==> config.mk <==
export PLATFORM = sky130hd
export DESIGN_NAME = packer_2to8
export DESIGN_NICKNAME = d
export VERILOG_FILES = /design/src/rtl/packer_2to8.sv
export SDC_FILE = /design/constraint.sdc
export NUM_CORES = 1
export LEC_CHECK = 0
export CAP_MARGIN = 25
export CORE_MARGIN = 10
export CORE_UTILIZATION = 55
export DETAILED_ROUTE_END_ITERATION = 12
export DONT_BUFFER_PORTS = 1
export PLACE_DENSITY_LB_ADDON = 0.15
export SLEW_MARGIN = 20
export SYNTH_ARGS = -nofsm -noshare
export SYNTH_HDL_FRONTEND = slang
export SYNTH_SLANG_ARGS = --single-unit
==> constraint.sdc <==
create_clock -name clk -period 1.9 [get_ports clk]
set_clock_uncertainty 0.15 [all_clocks]
set_input_delay 0.19 -clock clk [delete_from_list [all_inputs] [get_ports clk]]
set_output_delay 0.19 -clock clk [all_outputs]
set_load 0.01 [all_outputs]
==> src/rtl/packer_2to8.sv <==
// rtl/packer_2to8.sv - packs consecutive 2-bit symbols MSB-first into 8-bit words behind a one-entry output register
module packer_2to8 #(
  parameter int SYM_W = 2,
  parameter int N_SYM = 4
) (
  input  logic                      clk,
  input  logic                      reset_L,
  input  logic [SYM_W-1:0]          data_in,
  input  logic                      valid_in,
  input  logic                      ready_in,
  output logic [SYM_W*N_SYM-1:0]    data_out,
  output logic                      valid_out,
  output logic                      overflow,
  output logic [$clog2(N_SYM)-1:0]  sym_count
);

  localparam int OUT_W = SYM_W * N_SYM;
  localparam int CNT_W = $clog2(N_SYM);
  localparam logic [CNT_W-1:0] LAST = CNT_W'(N_SYM - 1);

  typedef enum logic {EMPTY, FULL} state_t;

  state_t state_q, state_d;
  logic   load, drop, complete;

  // Partial word keeps only the N_SYM-1 most recent symbols; the final one is
  // taken straight from data_in when the word completes.
  logic [OUT_W-SYM_W-1:0] shift_q;
  logic [OUT_W-1:0]       word_next;

  assign word_next = {shift_q, data_in};
  assign complete  = valid_in && (sym_count == LAST);
  assign valid_out = (state_q == FULL);

  always_comb begin
    state_d = state_q;
    load    = 1'b0;
    drop    = 1'b0;
    case (state_q)
      EMPTY: begin
        if (complete) begin
          load    = 1'b1;
          state_d = FULL;
        end
      end
      FULL: begin
        if (complete) begin
          if (ready_in) load = 1'b1;
          else          drop = 1'b1;
        end else if (ready_in) begin
          state_d = EMPTY;
        end
      end
      default: state_d = EMPTY;
    endcase
  end

  always_ff @(posedge clk or negedge reset_L) begin
    if (!reset_L) begin
      state_q   <= EMPTY;
      shift_q   <= '0;
      sym_count <= '0;
      data_out  <= '0;
      overflow  <= 1'b0;
    end else begin
      state_q <= state_d;
      if (valid_in) begin
        shift_q   <= word_next[OUT_W-SYM_W-1:0];
        sym_count <= (sym_count == LAST) ? '0 : sym_count + CNT_W'(1);
      end
      if (load) data_out <= word_next;
      if (drop) overflow <= 1'b1;
    end
  end

endmodule

# Word-level counts from Yosys, hierarchy flattened
# Index checks and enable logic that the tools add are counted.
# W data, S select, Z words.
# totals
ff_bits	18
out_inout_bits	12
# op_classes
eq_ne	1
muxes	10
reduce_logical	1
n_bitwise	1
addsub	1
# op_table
operator	count
$mux W1	7
$pmux W1 S2	2
$add A2 B1 Y2 const B	1
$eq A2 B2 Y1 const B	1
$mux W2	1
$logic_and A1 B1 Y1	1
$not A1 Y1	1

# Logic depth before layout (Yosys ltp)
# Gate-level depths: netlist of the first run.
# depth
ltp_word	4
mapped_depth	5
mapped_depth_nobuf	4

# Least setup slack after synthesis of the first run
# OpenSTA, ideal clock, no wires.
# synth_path
path_kind	reg2reg
start	register sym_count[0]
end	register data_out[0]
stages_incl_launch_ff	6
n_path_buf	1
arrival_ps	1236
path_slack_ps	389
synth_period_minus_slack_ps	1511
cell_sequence	dfrtp_1 -> ha_1 -> nand2_4 -> nor2b_4 -> buf_12 -> mux2_4
# synth_via
elab_chain_len	4
word_cells_on_any_way	5
# synth_lines
item	line_no	text
start, declared	14	output logic [$clog2(N_SYM)-1:0] sym_count
start signal, assigned	69	sym_count <= (sym_count == LAST) ? '0 : sym_count + CNT_W'(1);
$eq A2 B2 Y1 *	32	assign complete = valid_in && (sym_count == LAST);
$logic_and A1 B1 Y1 *	32	
$mux W1 (on tied branches)	47, 41	
$pmux W1 S2 *	39	case (state_q)
end signal, assigned	71	if (load) data_out <= word_next;
end, declared	11	output logic [SYM_W*N_SYM-1:0] data_out,
# Mark *: on every way between the ends. The rest lies on a longest branch, timed or not.
# A chain may end at the register's enable or synchronous reset.

# Final worst setup path of the first run
# layout_path
start	input valid_in
end	register data_out[0]
# layout_via
elab_chain_len	3
word_cells_on_any_way	4
# layout_lines
item	line_no	text
start, declared	9	input logic valid_in,
$logic_and A1 B1 Y1 *	32	
$mux W1 (on tied branches)	47, 41	
$pmux W1 S2 *	39	
# Marked as above.

==> results.sh, run 1 <==
export IMPL_hold_viol_final=0
export IMPL_clock_tree_root_cell="clkbuf_4"
export IMPL_cp_end_kind="flop"
export IMPL_synth_distinct_cells=13
export IMPL_syn_area_um2=761
export IMPL_route_antenna_remaining_nets=0
export IMPL_synth_top_cell_area_share_pct=59.2
export IMPL_clockBufferDepth=2
export IMPL_avgSynthCellArea_um2=17.7
export IMPL_antenna_found_initial=0
export IMPL_die_area_um2=3270
export IMPL_cp_required_ns=1.93
export IMPL_pre_cts_ws_ns=0.199
export IMPL_drtPass1Iterations=2
export IMPL_area_delta_synth_final_pct=9.70
export IMPL_fin_ws_ns=0.142
export IMPL_ctsResizeCount=0
export IMPL_cts_buffers_inserted=3
export IMPL_yosysWarningCount=0
export IMPL_htree_levels=1
export IMPL_synth_cells=43
export IMPL_num_rows=13
export IMPL_drt_iter0_markers=4
export IMPL_placed_cell_area_um2=748
export IMPL_io_buffers=0
export IMPL_finalInstanceArea_um2=835
export IMPL_crit_fanout=10
export IMPL_clk_latency_ns=0.28
export IMPL_wl_per_cell_um=18.3
export IMPL_power_density_nw_per_um2=1450
export IMPL_synth_edff_count=0
export IMPL_syn_nets=50
export IMPL_slew_limit_headroom_pct=49.9
export IMPL_die_w_um=57.2
export IMPL_fmax_ghz=0.569
export IMPL_cts_tree="yes"
export IMPL_grt_pass1_wl_um=2090
export IMPL_grt_pass1_vias=409
export IMPL_leakage_nw=0.393
export IMPL_drt_wl_total_um=1190
export IMPL_synth_area_top_cells="dfrtp_1 59%, mux2_4 16%, mux2_2 10%"
export IMPL_cts_hold_buf=5
export IMPL_fin_nets=58
export IMPL_setup_viol=0
export IMPL_ir_drop_mv=0.958
export IMPL_rsz0062_at_grt="no"
export IMPL_n_antenna_cell=0
export IMPL_route_detailed_drc=0
export IMPL_drive_gt1_share_pct=44.0
export IMPL_worstPathArrival_ns=1.78
export IMPL_fin_crit_sh_pct=92.5
export IMPL_nFillCells=96
export IMPL_worstMarginPinSlew_ns=0.748
export IMPL_coreArea_um2=1300
export IMPL_yosys_area_top_type="dfrtp_1"
export IMPL_slew_viol_final=0
export IMPL_gp_congestion=0.662
export IMPL_async_reset_ff_share_pct=100
export IMPL_status="complete, no violations"
export IMPL_grt_use_total_pct=8.04
export IMPL_worstSetupPathType="input pin to flop"
export IMPL_grt_max_degree=19
export IMPL_synth_common_cells="18 x dfrtp_1, 8 x mux2_4, 7 x mux2_2"
export IMPL_clk_pin_slew_worst_paths_ns=0.09
export IMPL_postCtsSetupRepairBufs=0
export IMPL_min_path_type="input pin to asynchronous set/reset pin"
export IMPL_initial_utilization_pct=58.5
export IMPL_via_count=364
export IMPL_cap_viol_max_count=0
export IMPL_synth_seq_area_share_pct=59.2
export IMPL_via_per_inst=5.60
export IMPL_grt_overflow_total=0
export IMPL_tns_ns=0
export IMPL_ys_flop_type="dfrtp_1"
export IMPL_pin_count=18
export IMPL_dieHeight_um=57.2
export IMPL_ys_ff_latch=18
export IMPL_yosysMostFrequentCell="dfrtp_1"
export IMPL_clkSinkCount=18
export IMPL_worst_setup_path_start_kind="input pin"
export IMPL_post_route_min_period_ns=1.76
-- worst max-delay path: stages --
cell           delay, ns
dlygate4sd3_1       0.80
nand2_4             0.11
nor2b_4             0.34
mux2_4              0.34
-- where the power goes --
part	switching (W)	internal [W]
Combinational	0.0000900	0.000200
Clock	0.000107	0.000117
Sequential	0.000175	0.000524
-- flip-flops by register name, summed over array words and instances, names as in the netlist --
| register | count |
|---|---|
| overflow | 1 |
| shift_q | 6 |
| data_out | 8 |
| valid_out | 1 |
| sym_count | 2 |
-- metrics by stage --
step | total power, W | hold WS (ns) | std cells | utilization (%)
finish | 0.00121 | 0.256 | 65 | 64.1
floorplan | 0.000936 | -0.256 | 43 | -
global route | 0.00129 | 0.310 | 65 | 64.1
detailed placement | 0.000996 | -0.255 | 56 | 57.5
CTS | 0.00124 | 0.283 | 65 | 64.1
global placement | 0.000965 | -0.255 | 56 | 57.5
-- final timing paths --
check,start,cells past startpoint,end,slack (ns)
setup / recovery,valid_in,4,data_out[0],0.14
hold / removal,reset_L,1,valid_out,0.26
setup reg to reg,sym_count[0],4,data_out[0],0.19
hold reg to reg,shift_q[4],1,data_out[6],0.36
max in group asynchronous,reset_L,1,data_out[2],0.88
min in group clk,shift_q[4],1,data_out[6],0.36
-- layer usage --
layer  wire (um)  up-vias  track usage [%]
li1            -      163                -
met1         466      184             7.95
met2         570       17             13.2
met3         155        0             6.64
met4           0        0             1.01
met5           0        -                0
-- area by class of cell --
class | instances | area (um^2) | share of cell area, %
sequential | 18 | 450 | 54.0
multi-input combinational | 23 | 279 | 33.4
tap | 15 | 18.8 | 2.25
timing repair buffer | 5 | 50.0 | 6.00
clock buffer | 4 | 36.3 | 4.35
-- cell families after synthesis --
logic type | Yosys count | share of synthesized area, %
AO/OA/AOI/OAI | 1 | 0.987
adder cells (fa/ha/maj) | 1 | 1.64
buffers and inverters | 2 | 4.11
flip-flops | 18 | 59.2
multiplexers | 16 | 27.5
AND/OR/NAND/NOR | 5 | 6.58
-- cell usage in the layout, fill, tap and decap left out --
master         synthesis  routed
clkbuf_4               0       3
clkbuf_8               0       1
dfrtp_1               18      18
dlygate4sd3_1          0       5
ha_1                   1       1
mux2_2                 7       7
mux2_4                 8       8
mux2i_1                1       1
nand2_1                1       1
nand2_4                1       1
nand2b_4               1       1
nor2b_4                1       1
o21bai_1               1       1
or2b_1                 1       1
(Power assumes the default switching activity.)
==> run 2, diff against run 1 <==
- CORE_ASPECT_RATIO: unset -> 0.9
- CORE_UTILIZATION: 55 -> 52
- SETUP_SLACK_MARGIN: unset -> 0.1
- clock period: 1.9 -> 1.42 ns (I/O delays scaled with it)
==> results.sh, run 2 (same netlist as run 1, synthesis figures left out) <==
export IMPL_cts_hold_buf=4
export IMPL_clockBufferDepth=2
export IMPL_violations="hold timing, setup timing"
export IMPL_utilization_pct=65.2
export IMPL_grt_pass1_wl_um=2280
export IMPL_clock_tree_root_cell="clkbuf_4"
export IMPL_dp_cells=62
export IMPL_ir_drop_mv=1.03
export IMPL_slowest_stage="dfrtp_1"
export IMPL_post_route_min_period_ns=1.46
export IMPL_area_delta_synth_final_pct=21.2
export IMPL_crit_fanout=8
export IMPL_critical_path_cell_chain="ha_4 -> nand2_4 -> nor2b_4 -> buf_12 -> mux2_4"
export IMPL_swShare_pct=30.2
export IMPL_route_detailed_drc=0
export IMPL_cap_viol_max_count=0
export IMPL_worstPathArrival_ns=1.47
export IMPL_grt_overflow_total=0
export IMPL_cp_required_ns=1.43
export IMPL_die_area_um2=3390
export IMPL_power_w=0.00174
export IMPL_regMostFlops="data_out"
export IMPL_fin_crit_sh_pct=103
export IMPL_cp_slowest_stage_delay_ns=0.40
export IMPL_fin_ws_ns=-0.0372
export IMPL_via_per_inst=5.24
export IMPL_reg2reg_to="data_out[2]"
export IMPL_worst_setup_path_start_kind="flop"
export IMPL_hold_depth=3
export IMPL_worstSetupPathType="flop to flop"
export IMPL_cts_tree="yes"
export IMPL_slew_limit_headroom_pct=48.7
export IMPL_mostFrequentLayoutCell="dfrtp_1"
export IMPL_final_cell_mix="18 x dfrtp_1, 9 x buf_4, 8 x mux2_4, 7 x mux2_2, 4 x dlygate4sd3_1"
export IMPL_via_count=388
export IMPL_hold_viol_final=1
export IMPL_wl_per_cell_um=18.1
export IMPL_drtPass1Iterations=2
export IMPL_drt_wl_total_um=1340
export IMPL_r2r_slack_ns=-0.04
export IMPL_setup_viol=8
export IMPL_antenna_found_initial=0
export IMPL_fmax_ghz=0.686
export IMPL_gp_congestion=0.675
export IMPL_p_seq_share_pct=52.7
export IMPL_drive_gt1_share_pct=55.9
export IMPL_grt_pass1_vias=458
export IMPL_reg2reg_from="sym_count[0]"
export IMPL_initial_utilization_pct=53.8
export IMPL_reg_top3="data_out (8), shift_q (6), sym_count (2)"
export IMPL_nFillCells=96
export IMPL_clk_latency_ns=0.28
export IMPL_power_net_switching_w=0.000524
export IMPL_timing_hold_ws_ns=-0.0134
export IMPL_rsz0062_at_grt="yes"
export IMPL_cts_buffers_inserted=3
export IMPL_leakage_nw=0.439
export IMPL_htree_levels=1
export IMPL_clkSinkCount=18
export IMPL_grt_max_degree=19
export IMPL_min_from="ready_in"
export IMPL_grt_use_total_pct=8.77
export IMPL_min_path_type="input pin to flop"
export IMPL_pin_count=18
export IMPL_status="finished with violations"
export IMPL_power_density_nw_per_um2=1880
export IMPL_die_w_um=60.3
export IMPL_holdPathEnd="valid_out"
export IMPL_fin_nets=68
export IMPL_io_buffers=0
export IMPL_cp_end_kind="flop"
export IMPL_n_antenna_cell=0
export IMPL_r2r_cells=5
export IMPL_clk_pin_slew_worst_paths_ns=0.09
export IMPL_coreArea_um2=1420
export IMPL_tns_ns=-0.209
export IMPL_worstMarginPinSlew_ns=0.767
export IMPL_route_antenna_remaining_nets=0
export IMPL_p_clk_share_pct=13.3
export IMPL_slew_viol_final=0
export IMPL_final_cells=74
export IMPL_p_int_w=0.00121
export IMPL_largest_reg_flops=8
export IMPL_drt_iter0_markers=1
export IMPL_dieHeight_um=56.3
export IMPL_p_comb_share_pct=34.1
export IMPL_num_rows=13
run 2: critical path: cells and delay by family, from the launching register on:
| kind | cells | cell delay (ns) |
|---|---|---|
| adder cells (fa/ha/maj) | 1 | 0.17 |
| buffers and inverters | 1 | 0.14 |
| flip-flops | 1 | 0.40 |
| multiplexers | 1 | 0.30 |
| AND/OR/NAND/NOR | 2 | 0.18 |
run 2: through the flow:
step | setup slack (ns) | hold WS, ns | area, um^2
2_1_floorplan | -0.0780 | -0.304 | 763
3_3_place_gp | 0.0000876 | -0.303 | 808
3_5_place_dp | -0.0435 | -0.303 | 808
4_1_cts | -0.0347 | -0.0271 | 903
5_1_grt | -0.0889 | -0.0165 | 922
6_report | -0.0372 | -0.0134 | 922
run 2: final cells by class:
| cell class | instances | area (um^2) | share of cell area [%] |
|---|---|---|---|
| Tap cell | 15 | 18.8 | 2.04 |
| Multi-Input combinational cell | 23 | 292 | 31.6 |
| Clock buffer | 3 | 22.5 | 2.44 |
| Sequential cell | 18 | 450 | 48.8 |
| Timing Repair Buffer | 15 | 139 | 15.1 |
run 2: what timing repair did:
item | 4_1_cts | 5_1_grt
setup buffers | 3 | 2
endpoints found under the hold margin | 30 | 2
resized for setup | 1 | 1
endpoints found under the setup margin | 8 | 10
pin swaps | 0 | 1
run 2: worst max-delay path by stage:
stage	slack, ns	to	cells after the start	from
final	-0.04	data_out[2]	5	sym_count[0]
after global routing	-0.09	data_out[2]	5	sym_count[0]
after CTS	-0.03	data_out[2]	5	sym_count[1]
after detailed placement	-0.04	data_out[2]	5	sym_count[1]
after global placement	0.00009	data_out[2]	5	sym_count[1]
after floorplan	-0.08	data_out[0]	5	sym_count[0]
run 2: metal layers:
layer / GRT usage, % / vias up / wire length [um]
met3: 6.74 / 0 / 162
met1: 9.81 / 192 / 521
met5: 0 / - / 0
met2: 13.2 / 15 / 658
li1: - / 181 / -
met4: 0.962 / 0 / 0
run 2: power by group through the flow:
| stage | Clock (W) | Sequential [W] | Combinational (W) |
|---|---|---|---|
| 2_1_floorplan | 0 | 0.000893 | 0.000361 |
| 3_3_place_gp | 0 | 0.000916 | 0.000462 |
| 3_5_place_dp | 0 | 0.000922 | 0.000485 |
| 4_1_cts | 0.000244 | 0.000922 | 0.000564 |
| 5_1_grt | 0.000265 | 0.000951 | 0.000655 |
| 6_report | 0.000230 | 0.000915 | 0.000592 |
==> run 3, diff against run 2 <==
- ABC_AREA: unset -> 1
- CORE_ASPECT_RATIO: 0.9 -> unset
- CTS_CLUSTER_SIZE: unset -> 8
==> results.sh, run 3 <==
export IMPL_ir_drop_mv=0.962
export IMPL_async_reset_ff_share_pct=100
export IMPL_cts_hold_buf=3
export IMPL_worstSetupPathType="flop to flop"
export IMPL_route_detailed_drc=0
export IMPL_reg2reg_from="sym_count[1]"
export IMPL_clkSinkCount=18
export IMPL_htree_levels=1
export IMPL_final_cell_mix="23 x nand2_1, 17 x dfrtp_1, 8 x nand3_1, 6 x inv_1, 6 x o21ai_1"
export IMPL_pin_count=18
export IMPL_grt_pass1_wl_um=2300
export IMPL_critical_path_cell_chain="ha_2 -> nand2_4 -> inv_6 -> nand2_4 -> nand2_1 -> nand2_1"
export IMPL_cp_required_ns=1.45
export IMPL_min_from="valid_in"
export IMPL_timing_hold_ws_ns=-0.213
export IMPL_fmax_ghz=0.817
export IMPL_clock_tree_root_cell="clkbuf_4"
export IMPL_r2r_cells=6
export IMPL_regMostFlops="data_out"
export IMPL_synth_cells=76
export IMPL_area_delta_synth_final_pct=8.55
export IMPL_synth_edff_count=0
export IMPL_slew_viol_final=0
export IMPL_grt_overflow_total=0
export IMPL_slew_limit_headroom_pct=48.5
export IMPL_avgSynthCellArea_um2=9.63
export IMPL_coreArea_um2=1320
export IMPL_ys_ff_latch=18
export IMPL_num_rows=13
export IMPL_cp_end_kind="flop"
export IMPL_post_route_min_period_ns=1.22
export IMPL_wl_per_cell_um=13.5
export IMPL_worst_setup_path_start_kind="flop"
export IMPL_yosysMostFrequentCell="nand2_1"
export IMPL_gp_congestion=0.730
export IMPL_synth_seq_area_share_pct=61.5
export IMPL_clk_latency_ns=0.28
export IMPL_synth_common_cells="23 x nand2_1, 18 x dfrtp_1, 8 x nand3_1"
export IMPL_antenna_found_initial=0
export IMPL_grt_use_total_pct=8.58
export IMPL_rsz0062_at_grt="no"
export IMPL_worstMarginPinSlew_ns=0.770
export IMPL_synth_top_cell_area_share_pct=61.5
export IMPL_cp_slowest_stage_delay_ns=0.42
export IMPL_drt_wl_total_um=1290
export IMPL_power_density_nw_per_um2=1830
export IMPL_cts_tree="yes"
export IMPL_reg_top3="data_out (8), shift_q (6), sym_count (2)"
export IMPL_dp_hpwl_um=982
export IMPL_via_per_inst=4.94
export IMPL_die_area_um2=3310
export IMPL_hold_viol_final=18
export IMPL_synth_distinct_cells=15
export IMPL_setup_viol=0
export IMPL_io_buffers=0
export IMPL_grt_max_degree=19
export IMPL_min_path_type="input pin to flop"
export IMPL_reg2reg_to="data_out[6]"
export IMPL_status="finished with violations"
export IMPL_crit_fanout=9
export IMPL_hold_depth=1
export IMPL_grt_pass1_vias=477
export IMPL_synth_area_top_cells="dfrtp_1 62%, nand2_1 12%, nand3_1 5.5%"
export IMPL_initial_utilization_pct=55.6
export IMPL_dieHeight_um=57.5
export IMPL_cap_viol_max_count=0
export IMPL_drive_gt1_share_pct=13.8
export IMPL_holdPathEnd="shift_q[5]"
export IMPL_tns_ns=0
export IMPL_slowest_stage="dfrtp_2"
export IMPL_mostFrequentLayoutCell="nand2_1"
export IMPL_route_antenna_remaining_nets=0
export IMPL_yosysWarningCount=0
export IMPL_leakage_nw=0.417
export IMPL_drtPass1Iterations=4
export IMPL_clockBufferDepth=2
export IMPL_clk_pin_slew_worst_paths_ns=0.09
export IMPL_worstPathArrival_ns=1.25
export IMPL_nFillCells=110
export IMPL_cts_buffers_inserted=3
export IMPL_largest_reg_flops=8
export IMPL_syn_nets=83
export IMPL_syn_area_um2=732
export IMPL_n_antenna_cell=0
export IMPL_via_count=469
export IMPL_violations="hold timing"
export IMPL_fin_nets=89
export IMPL_die_w_um=57.5
export IMPL_ys_flop_type="dfrtp_1"
export IMPL_drt_iter0_markers=12
export IMPL_fin_crit_sh_pct=86.2
export IMPL_r2r_slack_ns=0.20
export IMPL_yosys_area_top_type="dfrtp_1"
-- run 3: cell count changes after synthesis, sizes merged, moves of 2 or more --
cell,previous run,this run
a21oi,0,2
inv,0,8
mux2,15,0
nand2,2,26
nand3,0,8
nor2,0,3
o21ai,0,6
-- run 3: repair_timing --
action                                  4_1_cts  5_1_grt
setup buffers                                 0        0
gates resized for setup                       0        2
endpoints found under the hold margin        36       17
endpoints found under the setup margin        0        8
-- run 3: how the worst max path moves through the flow --
stage                            start           to  slack, ns  cells past startpoint
after floorplan           sym_count[0]  data_out[0]       0.23                      6
after global placement    sym_count[1]  data_out[1]       0.17                      6
after detailed placement  sym_count[1]  data_out[6]       0.14                      6
after CTS                 sym_count[1]  data_out[6]       0.13                      6
after global routing      sym_count[1]  data_out[6]       0.11                      6
final                     sym_count[1]  data_out[6]       0.20                      6
-- run 3: cells by family (layout without fill, tap and decap cells) --
kind of cell               Yosys count  after routing  share of synthesized area, %
DFF                                 18             18                          61.5
adders and majority gates            1              1                          1.71
AOI/OAI and AO/OA                    9              9                          6.50
and+or+nand+nor                     37             37                          22.7
buffers and inverters               11             15                          7.52
-- run 3: stage by stage --
step / cells / power, W / setup WS [ns] / area [um^2] / utilization (%)
after floorplan: 76 / 0.00112 / 0.229 / 732 / -
after global placement: 89 / 0.00121 / 0.168 / 738 / 56.0
after detailed placement: 89 / 0.00122 / 0.138 / 738 / 56.0
after CTS: 95 / 0.00148 / 0.129 / 791 / 60.0
after global routing: 95 / 0.00157 / 0.113 / 795 / 60.3
final: 95 / 0.00145 / 0.195 / 795 / 60.3
-- run 3: final cells by class --
type	count	area [um^2]	share of cell area [%]
Inverter	8	35.0	4.41
Tap cell	15	18.8	2.36
Timing Repair Buffer	4	37.5	4.72
Clock buffer	3	22.5	2.83
Multi-Input combinational cell	47	229	28.8
Sequential cell	18	452	56.9
-- run 3: metal layers --
| layer | up-vias | global-route usage, % | part of all wire (%) | wire (um) |
|---|---|---|---|---|
| li1 | 247 | - | - | - |
| met1 | 208 | 10.1 | 44 | 561 |
| met2 | 12 | 12.3 | 45 | 575 |
| met3 | 2 | 4.20 | 11 | 138 |
| met4 | 0 | 5.03 | 0.70 | 9 |
| met5 | - | 0 | 0 | 0 |
-- run 3: critical path: cells and delay by family, from the launching register on --
| kind | cells | cell delay [ns] |
|---|---|---|
| flops | 1 | 0.42 |
| simple gates | 4 | 0.26 |
| fa+ha+maj | 1 | 0.21 |
| buf+inv | 1 | 0.08 |
-- run 3: where the power goes --
group | switching [W] | total [W] | leakage [nW] | internal [W]
combinational | 0.000200 | 0.000342 | 0.181 | 0.000141
sequential | 0.000193 | 0.000879 | 0.222 | 0.000686
clock | 0.000134 | 0.000232 | 0.0138 | 0.0000983
